**config.mk**
```make
export PLATFORM = sky130hd
export DESIGN_NAME = sync_fifo_buffer
export DESIGN_NICKNAME = d
export VERILOG_FILES = /design/src/rtl/sync_fifo_pkg.sv /design/src/rtl/sync_fifo_ram.sv /design/src/rtl/sync_fifo_buffer.sv
export SDC_FILE = /design/constraint.sdc
export NUM_CORES = 1
export LEC_CHECK = 0
export CORE_MARGIN = 4
export CORE_UTILIZATION = 50
export DETAILED_ROUTE_END_ITERATION = 10
export PLACE_DENSITY = 0.77
export SLEW_MARGIN = 20
export SYNTH_ARGS = -nofsm -noshare
export SYNTH_HDL_FRONTEND = slang
export SYNTH_HIERARCHICAL = 1
export SYNTH_SLANG_ARGS = --single-unit
```
**constraint.sdc**
```tcl
create_clock -name clk -period 2.54 [get_ports clk]
set_clock_uncertainty 0.1 [all_clocks]
set_input_delay 0.381 -clock clk [delete_from_list [all_inputs] [get_ports clk]]
set_output_delay 0.381 -clock clk [all_outputs]
set_load 0.02 [all_outputs]
```
**src/rtl/sync_fifo_pkg.sv**
```systemverilog
// Shared parameters and helpers for the synchronous FIFO buffer.
package sync_fifo_pkg;

  localparam int unsigned DEFAULT_DATA_WIDTH    = 8;
  localparam int unsigned DEFAULT_ADDR_WIDTH    = 4;
  localparam int unsigned DEFAULT_AFULL_THRESH  = 14;
  localparam int unsigned DEFAULT_AEMPTY_THRESH = 2;

  // Pointers carry one extra wrap bit above the RAM address.
  localparam int unsigned PTR_EXTRA_BITS = 1;

  // Ceiling log2, used for sizing occupancy counters.
  function automatic int unsigned clog2(input int unsigned value);
    int unsigned result;
    int unsigned v;
    result = 0;
    v      = (value > 0) ? value - 1 : 0;
    for (int i = 0; i < 32; i++) begin
      if (v != 0) begin
        result = result + 1;
        v      = v >> 1;
      end
    end
    return result;
  endfunction

  // Pointer width rule: address bits plus the wrap bit.
  function automatic int unsigned ptr_width(input int unsigned addr_width);
    return addr_width + PTR_EXTRA_BITS;
  endfunction

  // Pointer type for the default configuration.
  typedef logic [DEFAULT_ADDR_WIDTH+PTR_EXTRA_BITS-1:0] ptr_t;

endpackage

```
**src/rtl/sync_fifo_ram.sv**
```systemverilog
// One-clock dual-port RAM: synchronous write port and registered read port.
// The read register resets to zero; the storage array is never cleared.
module sync_fifo_ram
  import sync_fifo_pkg::*;
#(
  parameter int unsigned DATA_WIDTH = DEFAULT_DATA_WIDTH,
  parameter int unsigned ADDR_WIDTH = DEFAULT_ADDR_WIDTH
) (
  input  logic                  clk,
  input  logic                  rst,
  input  logic                  wr_en,
  input  logic [ADDR_WIDTH-1:0] wr_addr,
  input  logic [DATA_WIDTH-1:0] wr_data,
  input  logic                  rd_en,
  input  logic [ADDR_WIDTH-1:0] rd_addr,
  output logic [DATA_WIDTH-1:0] rd_data
);

  localparam int unsigned DEPTH = 1 << ADDR_WIDTH;

  logic [DATA_WIDTH-1:0] mem [DEPTH];

  // Storage write port.
  always_ff @(posedge clk) begin
    if (wr_en) begin
      mem[wr_addr] <= wr_data;
    end
  end

  // Registered read port; holds its value when no read is issued.
  always_ff @(posedge clk or posedge rst) begin
    if (rst) begin
      rd_data <= '0;
    end else if (rd_en) begin
      rd_data <= mem[rd_addr];
    end
  end

endmodule

```
**src/rtl/sync_fifo_buffer.sv**
```systemverilog
// Single-clock FIFO on a registered-read RAM with occupancy count,
// full/empty, programmable almost-full/almost-empty and read-valid.
// Optional sticky overflow/underflow flags: define SYNC_FIFO_ERR_FLAGS_EN.
module sync_fifo_buffer
  import sync_fifo_pkg::*;
#(
  parameter int unsigned DATA_WIDTH    = DEFAULT_DATA_WIDTH,
  parameter int unsigned ADDR_WIDTH    = DEFAULT_ADDR_WIDTH,
  parameter int unsigned AFULL_THRESH  = DEFAULT_AFULL_THRESH,
  parameter int unsigned AEMPTY_THRESH = DEFAULT_AEMPTY_THRESH
) (
  input  logic                  clk,
  input  logic                  rst,
  input  logic                  write_en,
  input  logic [DATA_WIDTH-1:0] write_data,
  input  logic                  read_en,
  output logic [DATA_WIDTH-1:0] read_data,
  output logic                  read_valid,
  output logic                  full,
  output logic                  empty,
  output logic                  almost_full,
  output logic                  almost_empty,
  output logic [ADDR_WIDTH:0]   count
`ifdef SYNC_FIFO_ERR_FLAGS_EN
  ,
  input  logic                  err_clear,
  output logic                  overflow,
  output logic                  underflow
`endif
);

  localparam int unsigned DEPTH = 1 << ADDR_WIDTH;
  localparam int unsigned PTR_W = ptr_width(ADDR_WIDTH);
  localparam int unsigned CNT_W = clog2(DEPTH + 1);

  // Threshold sanity check at elaboration.
  if (!((AEMPTY_THRESH < AFULL_THRESH) && (AFULL_THRESH <= DEPTH))) begin : g_bad_thresh
    $error("sync_fifo_buffer: need AEMPTY_THRESH < AFULL_THRESH <= DEPTH");
  end

  logic [PTR_W-1:0] wr_ptr;
  logic [PTR_W-1:0] rd_ptr;
  logic [PTR_W-1:0] wr_ptr_nxt_c;
  logic [PTR_W-1:0] rd_ptr_nxt_c;
  logic [CNT_W-1:0] count_nxt_c;
  logic             wr_acc_c;
  logic             rd_acc_c;
  logic             full_nxt_c;
  logic             empty_nxt_c;

  // Request acceptance: full gates writes, empty gates reads (no fall-through).
  always_comb begin
    wr_acc_c = write_en && !full;
    rd_acc_c = read_en && !empty;
  end

  // Next pointer, occupancy and full/empty state after this edge.
  always_comb begin
    wr_ptr_nxt_c = wr_ptr;
    rd_ptr_nxt_c = rd_ptr;
    count_nxt_c  = CNT_W'(count);
    if (wr_acc_c) begin
      wr_ptr_nxt_c = wr_ptr + PTR_W'(1);
    end
    if (rd_acc_c) begin
      rd_ptr_nxt_c = rd_ptr + PTR_W'(1);
    end
    unique case ({wr_acc_c, rd_acc_c})
      2'b10:   count_nxt_c = CNT_W'(count) + CNT_W'(1);
      2'b01:   count_nxt_c = CNT_W'(count) - CNT_W'(1);
      default: count_nxt_c = CNT_W'(count);
    endcase
    full_nxt_c  = (wr_ptr_nxt_c[PTR_W-1] != rd_ptr_nxt_c[PTR_W-1]) &&
                  (wr_ptr_nxt_c[PTR_W-2:0] == rd_ptr_nxt_c[PTR_W-2:0]);
    empty_nxt_c = (wr_ptr_nxt_c == rd_ptr_nxt_c);
  end

  // Pointer, count and status flag registers.
  always_ff @(posedge clk or posedge rst) begin
    if (rst) begin
      wr_ptr       <= '0;
      rd_ptr       <= '0;
      count        <= '0;
      full         <= 1'b0;
      empty        <= 1'b1;
      almost_full  <= 1'b0;
      almost_empty <= 1'b1;
    end else begin
      wr_ptr       <= wr_ptr_nxt_c;
      rd_ptr       <= rd_ptr_nxt_c;
      count        <= (ADDR_WIDTH + 1)'(count_nxt_c);
      full         <= full_nxt_c;
      empty        <= empty_nxt_c;
      almost_full  <= (count_nxt_c >= CNT_W'(AFULL_THRESH));
      almost_empty <= (count_nxt_c <= CNT_W'(AEMPTY_THRESH));
    end
  end

  // read_valid marks the cycle right after an accepted read.
  always_ff @(posedge clk or posedge rst) begin
    if (rst) begin
      read_valid <= 1'b0;
    end else begin
      read_valid <= rd_acc_c;
    end
  end

  sync_fifo_ram #(
    .DATA_WIDTH (DATA_WIDTH),
    .ADDR_WIDTH (ADDR_WIDTH)
  ) u_ram (
    .clk     (clk),
    .rst     (rst),
    .wr_en   (wr_acc_c),
    .wr_addr (wr_ptr[ADDR_WIDTH-1:0]),
    .wr_data (write_data),
    .rd_en   (rd_acc_c),
    .rd_addr (rd_ptr[ADDR_WIDTH-1:0]),
    .rd_data (read_data)
  );

`ifdef SYNC_FIFO_ERR_FLAGS_EN
  // Sticky error flags; a new error in the clearing cycle wins over the clear.
  always_ff @(posedge clk or posedge rst) begin
    if (rst) begin
      overflow  <= 1'b0;
      underflow <= 1'b0;
    end else begin
      overflow  <= (overflow && !err_clear) || (write_en && full);
      underflow <= (underflow && !err_clear) || (read_en && empty);
    end
  end
`endif

endmodule

```
==> flow_metrics.env <==
export IMPL_drc=0
export IMPL_synth_edf_count=128
export IMPL_critPathTopFamily="compound AO/OA/AOI/OAI gates"
export IMPL_grt_start_max_net_pins=36
export IMPL_first_pass_iters=5
export IMPL_chipHeight_um=121
export IMPL_final_hold_viol_count=0
export IMPL_cp_depth=10
export IMPL_crit_type="reg2reg"
export IMPL_initial_core_util=0.509
export IMPL_synthFlopType="edfxtp_1"
export IMPL_row_count=41
export IMPL_dpl_cell_count=554
export IMPL_dp_hpwl_um=7910
export IMPL_synth_cells=337
export IMPL_layout_nets=417
export IMPL_portBuffers=29
export IMPL_layout_commonest_cell="edfxtp_1"
export IMPL_cp_start_kind="register"
export IMPL_pre_cts_ws_ns=-0.195
export IMPL_worst_slew_pin_slew_ns=0.751
export IMPL_wl_um=12500
export IMPL_die_area_sq_um=14700
export IMPL_diodes=0
export IMPL_fin_tns_setup_ns=0
export IMPL_cts_buffers=17
export IMPL_cts_sinks=156
export IMPL_endpoint_kind="register"
export IMPL_ys_warn_count=6
export IMPL_cp_cell_sequence="nand2b_4, clkinv_8, nand2_4, xnor2_1, ha_1, nor3b_1, a31oi_1, a221oi_2, xor2_1, a31o_1"
export IMPL_cts_tree="built"
export IMPL_hp_class="in2async"
export IMPL_ys_seq_area_frac=0.710
export IMPL_ant_nets=0
export IMPL_cp_required_ns=2.79
export IMPL_vdd_drop_max_uv=760
export IMPL_die_x_um=121
export IMPL_final_cells=586
export IMPL_worstReg2RegStart="empty$_DFF_PP1_"
export IMPL_fmax_ghz=0.424
export IMPL_async_reset_ff_frac=0.179
export IMPL_areaGrowthSynthToFinish_pct=20.8
export IMPL_p_leak_nw=2.71
export IMPL_rr_worst_depth=10
export IMPL_gp_congestion=0.839
export IMPL_vias_per_cell=5.80
export IMPL_worst_path_buf_inv=1
export IMPL_period_needed_ns=2.36
export IMPL_grt_pass1_wl_um=20100
export IMPL_max_stage_delay_ns=0.53
export IMPL_grt_overflow=0
export IMPL_dr_total_vias=3401
export IMPL_crit_slowest_cell="dfstp_2"
export IMPL_syn_cell_area_sq_um=6400
export IMPL_powerDensity_nw_per_um2=1240
export IMPL_core_area_sq_um=12600
export IMPL_synth_fp_nets=353
export IMPL_clock_latency_ns=0.42
export IMPL_antenna_found_initial=0
export IMPL_wl_per_cell_um=21.4
export IMPL_cp_max_fo=5
export IMPL_post_cts_setup_buffers=0
export IMPL_cap_violations=0
export IMPL_setup_viol=0
export IMPL_drt_iter0_drc=262
export IMPL_syn_area_per_cell_sq_um=19.0
export IMPL_startpoint="empty$_DFF_PP1_"
export IMPL_cts_root_buf="clkbuf_16"
export IMPL_grt_use_total=0.189
export IMPL_io_pins=30
export IMPL_drive_above_1_share=0.261
export IMPL_period_share=0.929
export IMPL_relSlewSlack=0.499
export IMPL_clk_pin_slew_worst_paths_ns=0.06
export IMPL_max_clock_path_buffers=2
export IMPL_worst_slack_ns=0.181
export IMPL_drv_slew=0
export IMPL_ys_seq_elements=156
export IMPL_first_global_vias=3535
export IMPL_synth_cell_types=50
export IMPL_p_total_w=0.00959
export IMPL_fin_util=0.615
export IMPL_outcome="finished, final reports clean"
export IMPL_layout_common_cells="edfxtp_1 (128), buf_4 (30), clkdlybuf4s50_1 (29)"
export IMPL_arrival_ns=2.61
export IMPL_ctsHtreeMaxLevel=4
[routing by layer]
metal	vias up	share of wire	track usage
met5	-	0	0
met4	0	0.017	0.0728
met3	16	0.047	0.0550
met2	117	0.51	0.296
met1	1778	0.43	0.254
li1	1490	-	-
[area by class of cell]
cell class | count | area, sq um
Clock buffer | 22 | 474
Timing Repair Buffer | 62 | 576
Clock inverter | 10 | 209
Tap cell | 172 | 215
Inverter | 8 | 42.5
Fill cell | 896 | 4830
Sequential cell | 156 | 4550
Multi-Input combinational cell | 156 | 1670
[sequential cells by signal (all words and copies together) (netlist names)]
| name | flops |
|---|---|
| empty | 1 |
| u_ram/mem | 128 |
| read_valid | 1 |
| almost_full | 1 |
| full | 1 |
| rd_ptr | 5 |
| almost_empty | 1 |
| wr_ptr | 5 |
| count | 5 |
| u_ram/rd_data | 8 |
[worst reg2reg max path: stages, from the launching register on]
cell and delay, ns:
dfstp_2 0.53, nand2b_4 0.16, clkinv_8 0.05, nand2_4 0.05
xnor2_1 0.11, ha_1 0.24, nor3b_1 0.23, a31oi_1 0.14
a221oi_2 0.30, xor2_1 0.26, a31o_1 0.13
[cells in the mapped netlist, types with 3 or more instances]
cell	number	area (sq um)
nor2_1	22	82.6
a21oi_1	3	15.0
nand4_1	4	25.0
buf_2	3	15.0
mux4_1	6	158
nor3_1	6	30.0
xnor2_1	13	114
mux2i_1	9	90.1
ha_1	4	50.1
a221oi_2	8	120
dfrtp_1	26	651
nand2b_1	4	25.0
mux4_2	26	586
nand2_1	7	26.3
buf_1	4	15.0
edfxtp_1	128	3840
xor2_1	7	61.3
buf_6	6	67.6
inv_1	6	22.5
o21ai_0	3	15.0
o22ai_1	7	43.8
[repair_timing]
item / in CTS / in global routing
gates resized for setup: 0 / 1
endpoints found under the setup margin: 0 / 2
hold buffers: 0 / 0
[cell families after synthesis]
group                    share of synthesized area
flip-flops                                   0.710
AND/OR/NAND/NOR                             0.0491
multiplexers                                 0.132
AO/OA/AOI/OAI                               0.0438
buffers and inverters                       0.0299
XOR/XNOR                                    0.0274
adder cells (fa/ha/maj)                    0.00782
[final timing paths]
kind | slack (ns) | endpoint
worst max-delay path | 0.18 | almost_full$_DFF_PP0_
worst min-delay path | 0.21 | u_ram/rd_data[0]$_DFFE_PP0P_
worst max register to register | 0.18 | almost_full$_DFF_PP0_
worst min register to register | 0.42 | rd_ptr[4]$_DFF_PP0_
max in group asynchronous | 1.53 | read_valid$_DFF_PP0_
min in group clk | 0.42 | rd_ptr[4]$_DFF_PP0_
[stage by stage]
| step | area (sq um) | hold WS (ns) |
|---|---|---|
| floorplan | 6400 | 0.0967 |
| global placement | 7040 | 0.393 |
| detailed placement | 7040 | 0.398 |
| CTS | 7730 | 0.197 |
| global route | 7730 | 0.226 |
| finish | 7730 | 0.212 |
[report_power, final]
group	leakage, nW	internal, W	switching (W)
registers	1.48	0.00323	0.000345
logic	0.896	0.00152	0.00162
clock network	0.329	0.00192	0.000940
Power figures use the tool's default switching activity.
